--- config.mk ---
export PLATFORM = sky130hd
export DESIGN_NAME = weighted_mean_seq
export DESIGN_NICKNAME = d
export VERILOG_FILES = /design/src/rtl/weighted_mean_seq.sv
export SDC_FILE = /design/constraint.sdc
export NUM_CORES = 2
export LEC_CHECK = 0
export CORE_UTILIZATION = 40
export CTS_BUF_LIST = sky130_fd_sc_hd__clkbuf_4 sky130_fd_sc_hd__clkbuf_8
export DETAILED_ROUTE_END_ITERATION = 6
export HOLD_SLACK_MARGIN = 0.15
export PLACE_DENSITY_LB_ADDON = 0.3
export SETUP_SLACK_MARGIN = 0.3
export SYNTH_ARGS = -nofsm -noshare
export SYNTH_HDL_FRONTEND = slang
export SYNTH_SLANG_ARGS = --single-unit
--- constraint.sdc ---
create_clock -name clk -period 9.4 [get_ports clk]
set_input_delay 2.35 -clock clk [delete_from_list [all_inputs] [get_ports clk]]
set_output_delay 2.35 -clock clk [all_outputs]
set_load 0.01 [all_outputs]
--- src/rtl/weighted_mean_seq.sv ---
// Weighted mean of N_INPUT unsigned channels: sum(in*weight)/sum(weight), floor or round-half-up.
// Latency: out_valid N_INPUT+SIZE edges after accept (N_INPUT+1 when all weights are zero).
// Backpressure: in_ready only in IDLE; result held in DONE until out_ready, new inputs ignored meanwhile.
module weighted_mean_seq #(
  parameter int N_INPUT = 4,
  parameter int SIZE    = 32,
  parameter int ROUND   = 0
) (
  input  logic                      clk,
  input  logic                      reset,
  input  logic                      clear,
  input  logic                      in_valid,
  output logic                      in_ready,
  input  logic [N_INPUT*SIZE-1:0]   in,
  input  logic [N_INPUT*SIZE-1:0]   weight,
  output logic                      out_valid,
  input  logic                      out_ready,
  output logic [SIZE-1:0]           mean,
  output logic                      div_zero,
  output logic                      busy
);

  localparam int IDX_W = $clog2(N_INPUT);
  localparam int BC_W  = $clog2(SIZE);
  localparam int WS_W  = SIZE + IDX_W;
  localparam int ACC_W = 2 * SIZE + IDX_W + 1;
  // Partial remainder width: the dividend bits above the quotient field.
  localparam int REM_W = ACC_W - SIZE;

  localparam logic [IDX_W-1:0] LAST_IDX = IDX_W'(N_INPUT - 1);
  localparam logic [BC_W-1:0]  LAST_BIT = BC_W'(SIZE - 1);

  typedef enum logic [1:0] {
    S_IDLE,
    S_MAC,
    S_DIV,
    S_DONE
  } state_t;

  state_t             state;
  logic [SIZE-1:0]    in_r     [N_INPUT];
  logic [SIZE-1:0]    weight_r [N_INPUT];
  logic [ACC_W-1:0]   acc;
  logic [WS_W-1:0]    wsum;
  logic [IDX_W-1:0]   idx;
  logic [BC_W-1:0]    bit_cnt;
  logic [REM_W-1:0]   rem;
  logic [SIZE-1:0]    quo;

  logic [2*SIZE-1:0]  prod;
  logic [ACC_W-1:0]   dividend;
  logic               div_first;
  logic [REM_W-1:0]   rem_src;
  logic [SIZE-1:0]    quo_src;
  logic [REM_W-1:0]   rem_shift;
  logic               q_bit;
  logic [REM_W-1:0]   rem_next;
  logic [SIZE-1:0]    quo_next;

  assign in_ready = (state == S_IDLE);
  assign busy     = (state != S_IDLE);

  // Shared multiplier on the current channel.
  assign prod = (2*SIZE)'(in_r[idx]) * (2*SIZE)'(weight_r[idx]);

  // Rounding adds half the divisor before the floor division.
  assign dividend = (ROUND != 0) ? (acc + ACC_W'(wsum >> 1)) : acc;

  // First DIV cycle seeds the divider from the dividend and also produces the first quotient bit,
  // so that exactly SIZE edges are spent in DIV. The quotient shares the low-bit shift register
  // with the not-yet-consumed dividend bits.
  always_comb begin
    div_first = (bit_cnt == '0);
    rem_src   = div_first ? dividend[ACC_W-1:SIZE] : rem;
    quo_src   = div_first ? dividend[SIZE-1:0]     : quo;
    rem_shift = (rem_src << 1) | REM_W'(quo_src[SIZE-1]);
    q_bit     = (rem_shift >= REM_W'(wsum));
    rem_next  = q_bit ? (rem_shift - REM_W'(wsum)) : rem_shift;
    quo_next  = (quo_src << 1) | SIZE'(q_bit);
  end

  // Control FSM plus datapath registers; outputs are registered.
  always_ff @(posedge clk or negedge reset) begin
    if (!reset) begin
      state     <= S_IDLE;
      mean      <= '0;
      out_valid <= 1'b0;
      div_zero  <= 1'b0;
      acc       <= '0;
      wsum      <= '0;
      idx       <= '0;
      bit_cnt   <= '0;
      rem       <= '0;
      quo       <= '0;
      for (int i = 0; i < N_INPUT; i++) begin
        in_r[i]     <= '0;
        weight_r[i] <= '0;
      end
    end else if (clear) begin
      state     <= S_IDLE;
      out_valid <= 1'b0;
    end else begin
      case (state)
        S_IDLE: begin
          if (in_valid) begin
            for (int i = 0; i < N_INPUT; i++) begin
              in_r[i]     <= in[i*SIZE +: SIZE];
              weight_r[i] <= weight[i*SIZE +: SIZE];
            end
            acc   <= '0;
            wsum  <= '0;
            idx   <= '0;
            state <= S_MAC;
          end
        end
        S_MAC: begin
          acc  <= acc + ACC_W'(prod);
          wsum <= wsum + WS_W'(weight_r[idx]);
          if (idx == LAST_IDX) begin
            bit_cnt <= '0;
            state   <= S_DIV;
          end else begin
            idx <= idx + IDX_W'(1);
          end
        end
        S_DIV: begin
          if (div_first && (wsum == '0)) begin
            mean      <= '0;
            div_zero  <= 1'b1;
            out_valid <= 1'b1;
            state     <= S_DONE;
          end else begin
            if (div_first) begin
              div_zero <= 1'b0;
            end
            rem     <= rem_next;
            quo     <= quo_next;
            bit_cnt <= bit_cnt + BC_W'(1);
            if (bit_cnt == LAST_BIT) begin
              mean      <= quo_next;
              out_valid <= 1'b1;
              state     <= S_DONE;
            end
          end
        end
        S_DONE: begin
          if (out_ready) begin
            out_valid <= 1'b0;
            state     <= S_IDLE;
          end
        end
        default: state <= S_IDLE;
      endcase
    end
  end

endmodule

==> After elaboration in Yosys (flattened, before gate mapping) <==
Cells that the tools add are included.
{ "op_classes": {"addsub": 5, "mul": 1, "n_lt_le_gt_ge": 2, "n_eq_ne": 13, "muxes": 35, "n_bitwise": 5, "n_reduce_logical": 19} }
{ "ops": {"columns": ["op", "count"], "rows": [
  ["32-bit two-way mux", 7],
  ["67-bit one-hot mux with 2 select lines", 1],
  ["32-bit binary-select mux with 2-bit select", 2],
  ["34-bit two-way mux", 3],
  ["34-bit one-hot mux with 2 select lines", 1],
  ["67-bit by 64-bit adder with 67-bit output", 1],
  ["67-bit two-way mux", 1],
  ["32-bit by 32-bit multiplier with 64-bit output", 1],
  ["35-bit by 34-bit greater-or-equal comparator with 1-bit output", 1],
  ["35-bit by 1-bit OR with 35-bit output", 1],
  ["34-bit by 32-bit adder with 34-bit output", 1],
  ["34-bit logical NOT", 1],
  ["34-bit subtractor", 1],
  ["32-bit by 1-bit OR with 32-bit output", 1],
  ["3-bit AND reduction", 6],
  ["2-bit two-way mux", 8],
  ["4-bit AND reduction", 3],
  ["5-bit two-way mux", 2],
  ["5-bit one-hot mux with 2 select lines", 1],
  ["2-bit nonzero test", 5],
  ["3-bit inequality test, second input constant", 3],
  ["2-bit inequality test, second input constant", 4],
  ["2-bit one-hot mux with 4 select lines", 1],
  ["2-bit == test, second input constant", 3],
  ["15 further kinds", 21]
]} }
{ "totals": {"reg_bits": 466, "out_inout_bits": 36, "wordCells": 98} }

==> Longest topological paths before layout <==
{ "logic_depth": {"word_depth": 7, "depth_mapped": 38, "ltp_nobuf": 32} }

==> Worst setup path after synthesis <==
OpenSTA, ideal clock, no wires.
{ "synth_path": {"kind": "reg-to-reg", "startpoint": "register idx[0]", "endpoint": "register acc[65]", "arrival_time_ns": 8.827, "required_ns": 9.276, "path_slack_ns": 0.449, "path_stages_with_launch": 34, "path_buffers": 5, "synth_period_minus_slack_ns": 8.951, "path_cell_list": "dfrtp_1 clkbuf_1 buf_2 buf_1 mux2_2 o21ai_1 clkbuf_1 nor2_1 fa_1 inv_1 fa_1 inv_1 fa_1 inv_1 fa_1 inv_1 fa_1 fa_1 fa_1 inv_1 fa_1 inv_1 ha_1 clkbuf_1 a21o_1 a21oi_1 o221a_2 o31ai_1 o2111ai_2 a21oi_2 o211ai_1 and3_1 o211a_1 a211o_1"} }
{ "synth_via": {"elab_chain_len": 7} }
{ "synth_lines": {"columns": ["item", "line_no", "text"], "rows": [
  ["start, declared", "45", "logic [IDX_W-1:0] idx;"],
  ["start signal, assigned", "123", "idx <= idx + IDX_W'(1);"],
  ["2-bit NOT with 3-bit output (implied by the code) (*)", "64", "assign prod = (2*SIZE)'(in_r[idx]) * (2*SIZE)'(weight_r[idx]);"],
  ["32-bit binary-select mux with 2-bit select", "64", null],
  ["32-bit two-way mux (implied by the code) (2 in series)", "64", null],
  ["32-bit by 32-bit multiplier with 64-bit output (*)", "64", null],
  ["67-bit by 64-bit adder with 67-bit output (*)", "117", "acc <= acc + ACC_W'(prod);"],
  ["67-bit one-hot mux with 2 select lines (*)", "103", "case (state)"],
  ["end signal, assigned", "117", null],
  ["end, declared", "43", "logic [ACC_W-1:0] acc;"]
]} }
Mark *: on every way between the ends. The rest lies on a longest branch, timed or not. The select of a mux whose other input is x is not followed.
A chain may end at the register's enable or synchronous reset.

==> Worst setup path in the final report <==
Ends and elaborated chain as after synthesis.

==> impl_metrics.yaml <==
logic_synthesis:
  synthesis.instances: 6046
  ys_warn_count: 0
  synth_nets: 7598
  synth_seq_area_share: 0.201
  ys_types: 84
  synth-main-ff-cell: "dfrtp_1"
  synth.cell_area_sq_mm: 0.0578
  avgSynthCellArea_sq_um: 9.57
  async_reset_ff_frac: 1.00
  synth_edf_count: 0
  synth-seq-cells: 465
clock_network:
  root_buffer: "clkbuf_8"
  clock_latency_ps: 770
  hold_buffers: 0
  path_clk_slew_ps: 60
  tritoncts: "done"
  clock_path_buffers: 3
  h-tree-depth: 3
  numClockSinks: 465
  numCtsBuffers: 88
route:
  wl_mm: 186
  via_per_inst: 5.31
  drc: 0
  firstDrtPassIters: 5
  drt_iter0_markers: 3137
  vias: 44284
  wl_per_cell_um: 22.3
  antenna_left: 0
sta:
  tightest_slew_ps: 1060
  fin_setup_tns_ps: 0
  hold_violations: 0
  period_needed_ps: 8900
  rsz0062_at_grt: "yes"
  max_freq_mhz: 112
  fin_worst_skew_ps: 68.6
  fin_ws_ps: 496
  final_max_slew_viol_count: 0
  setup_viol: 0
  fin_crit_sh: 0.947
  slew_headroom: 0.286
worst_setup_path:
  worstPathBufferInverterCount: 9
  cp-start-kind: "flip-flop"
  crit_path_start: "idx[0]$_DFFE_PN0P_"
  cp_common_cell: "fa_1"
  path_max_fanout: 20
  worstPathArrival_ps: 9550
  crit_family: "adder cells"
  setup.worst_path.end_class: "flip-flop"
  worstSetupPathType: "reg -> reg"
  worstReg2RegStart: "idx[0]$_DFFE_PN0P_"
  required_ps: 10050
  slowest_delay_ps: 590
  critPathSlowestCell: "fa_1"
global_routing:
  grt_usage: 0.254
  grt_pass1_vias: 46699
  grt_pass1_wl_mm: 281
  grt_max_degree: 152
  antenna_found_initial: 12
  overflow: 0
finish:
  drive_gt1_frac: 0.133
  fill_cells: 13541
  final_nets: 7923
  area_growth_pct: 15.7
  layout.cells.non_filler: 8347
floorplanning:
  die_x_um: 382
  die-height_um: 382
  ios: 297
  start_util: 0.403
  core.rowCount: 139
  core_area_sq_mm: 0.143
  dieArea_sq_mm: 0.146
placement:
  port_buffers: 296
  hpwlAfterDp_mm: 147
  dpl_worst_slack_ps: -8.44
  dp.cells: 8135
  gp_congestion: 0.945
worst_hold_path:
  worstHoldStart: "mean[17]$_DFFE_PN0P_"
  min_path_type: "reg -> reg"
outcome:
  outcome: "completed"
run:
  maxCapViolations: 0
[timing repair]
action | in CTS | in global routing
resized for setup | 7 | 74
cloned | 1 | 6
pin swaps | 1 | 8
setup buffers | 6 | 36
setup endpoints to repair | 15 | 22
[path summary, 6_finish.rpt]
check                           cells past startpoint  slack, ps               endpoint
worst min-delay path                                2        470   mean[17]$_DFFE_PN0P_
max in group asynchronous                           2       6010  in_r[123]$_DFFE_PN0P_
min in group asynchronous                           1       1690   in_r[41]$_DFFE_PN0P_
worst max register to register                     32        500    acc[65]$_DFFE_PN0P_
worst min register to register                      2        470   mean[17]$_DFFE_PN0P_
worst max-delay path                               32        500    acc[65]$_DFFE_PN0P_
[stage by stage]
| step | hold slack, ps | util | instance area (sq um) |
|---|---|---|---|
| floorplan | 449 | - | 57800 |
| global placement | 460 | 0.445 | 63900 |
| detailed placement | 469 | 0.445 | 63900 |
| CTS | 482 | 0.460 | 66000 |
| global route | 501 | 0.466 | 66900 |
| finish | 475 | 0.466 | 66900 |
[worst register-to-register path: cells and delay by family (launching register included)]
kind,cells,cell delay (ps)
adder cells (fa/ha/maj),9,4350
AO/OA/AOI/OAI,7,1450
buffers and inverters,9,1210
AND/OR/NAND/NOR,6,1170
flip-flops,1,550
multiplexers,1,120
[flip-flops by register name (all words and copies together) (netlist names)]
register / cells
acc: 66
bit_cnt: 5
div_zero: 1
idx: 2
in_r: 128
mean: 32
out_valid: 1
quo: 32
rem: 34
state: 2
weight_r: 128
wsum: 34
[area by class of cell]
cell class,count,area [sq um],area share
multi-input cells,4109,40900,0.612
clock buffers,141,1750,0.0261
clock inverters,15,243,0.00363
flip-flops and latches,465,11600,0.174
repair buffers,541,5520,0.0825
inverters,1166,4400,0.0658
well taps,1903,2380,0.0356
diodes,7,17.5,0.000262
[per-layer routing]
metal	up-vias	track usage	wire, um
met5	-	0	13
met1	22963	0.314	71400
met2	1442	0.435	93200
li1	19479	-	-
met3	398	0.0413	12100
met4	2	0.115	9220
[synthesized netlist by cell type, drive strengths merged (6+ instances only)]
master,n,area (sq um)
a21boi,6,45.0
mux4,16,360
inv,1156,4340
a21oi,196,1000
or3,6,37.5
clkbuf,261,980
and2,88,553
a31oi,12,81.3
o211ai,10,80.1
clkinv,10,37.5
nand4,26,163
nand3,32,160
nor4,15,93.8
and3,22,138
nor3,16,80.1
nor2,486,1820
nor2b,23,151
mux2,338,3810
a211o,6,52.6
o21bai,16,124
buf,46,236
o21ai,200,1020
mux2i,81,811
ha,327,4090
xor2,51,447
o21a,41,308
nand2b,16,100
nand2,783,2940
fa,964,19300
a21o,86,646
dfrtp,465,11600
o31ai,16,144
xnor2,68,596
a2111oi,6,65.1
a22o,84,736
a211oi,7,52.6
[placed cells by master (no fill, tap or decap), types with 11 or more instances in the layout]
cell type        instances
a21o_1                  86
a21oi_1                188
a22o_1                  84
a31oi_1                 11
and2_1                  87
and3_1                  21
buf_12                  39
buf_4                  182
buf_6                   11
clkbuf_4                31
clkbuf_8               110
clkdlybuf4s50_1        295
dfrtp_1                463
fa_1                   964
ha_1                   321
inv_1                 1150
mux2_2                 338
mux2i_1                 81
mux4_2                  16
nand2_1                783
nand2b_1                15
nand3_1                 32
nand4_1                 26
nor2_1                 484
nor2b_1                 21
nor3_1                  15
nor4_1                  12
o21a_1                  35
o21ai_0                138
o21ai_1                 33
o21ai_2                 23
o21bai_1                15
o31ai_1                 11
xnor2_1                 68
xor2_1                  51
[kinds of logic (layout without fill, tap and decap cells)]
family / after synthesis / count (layout) / share of synthesized area
AND/OR/NAND/NOR: 1528 / 1528 / 0.110
buffers and inverters: 1473 / 1863 / 0.0967
adder cells (fa/ha/maj): 1291 / 1291 / 0.404
AO/OA/AOI/OAI: 735 / 735 / 0.0837
flip-flops: 465 / 465 / 0.201
multiplexers: 435 / 436 / 0.0860
XOR/XNOR: 119 / 119 / 0.0180
other: 0 / 7 / 0
Power is not shown: default switching activity piles up to over one toggle a cycle in this logic, so the estimate is an artifact.
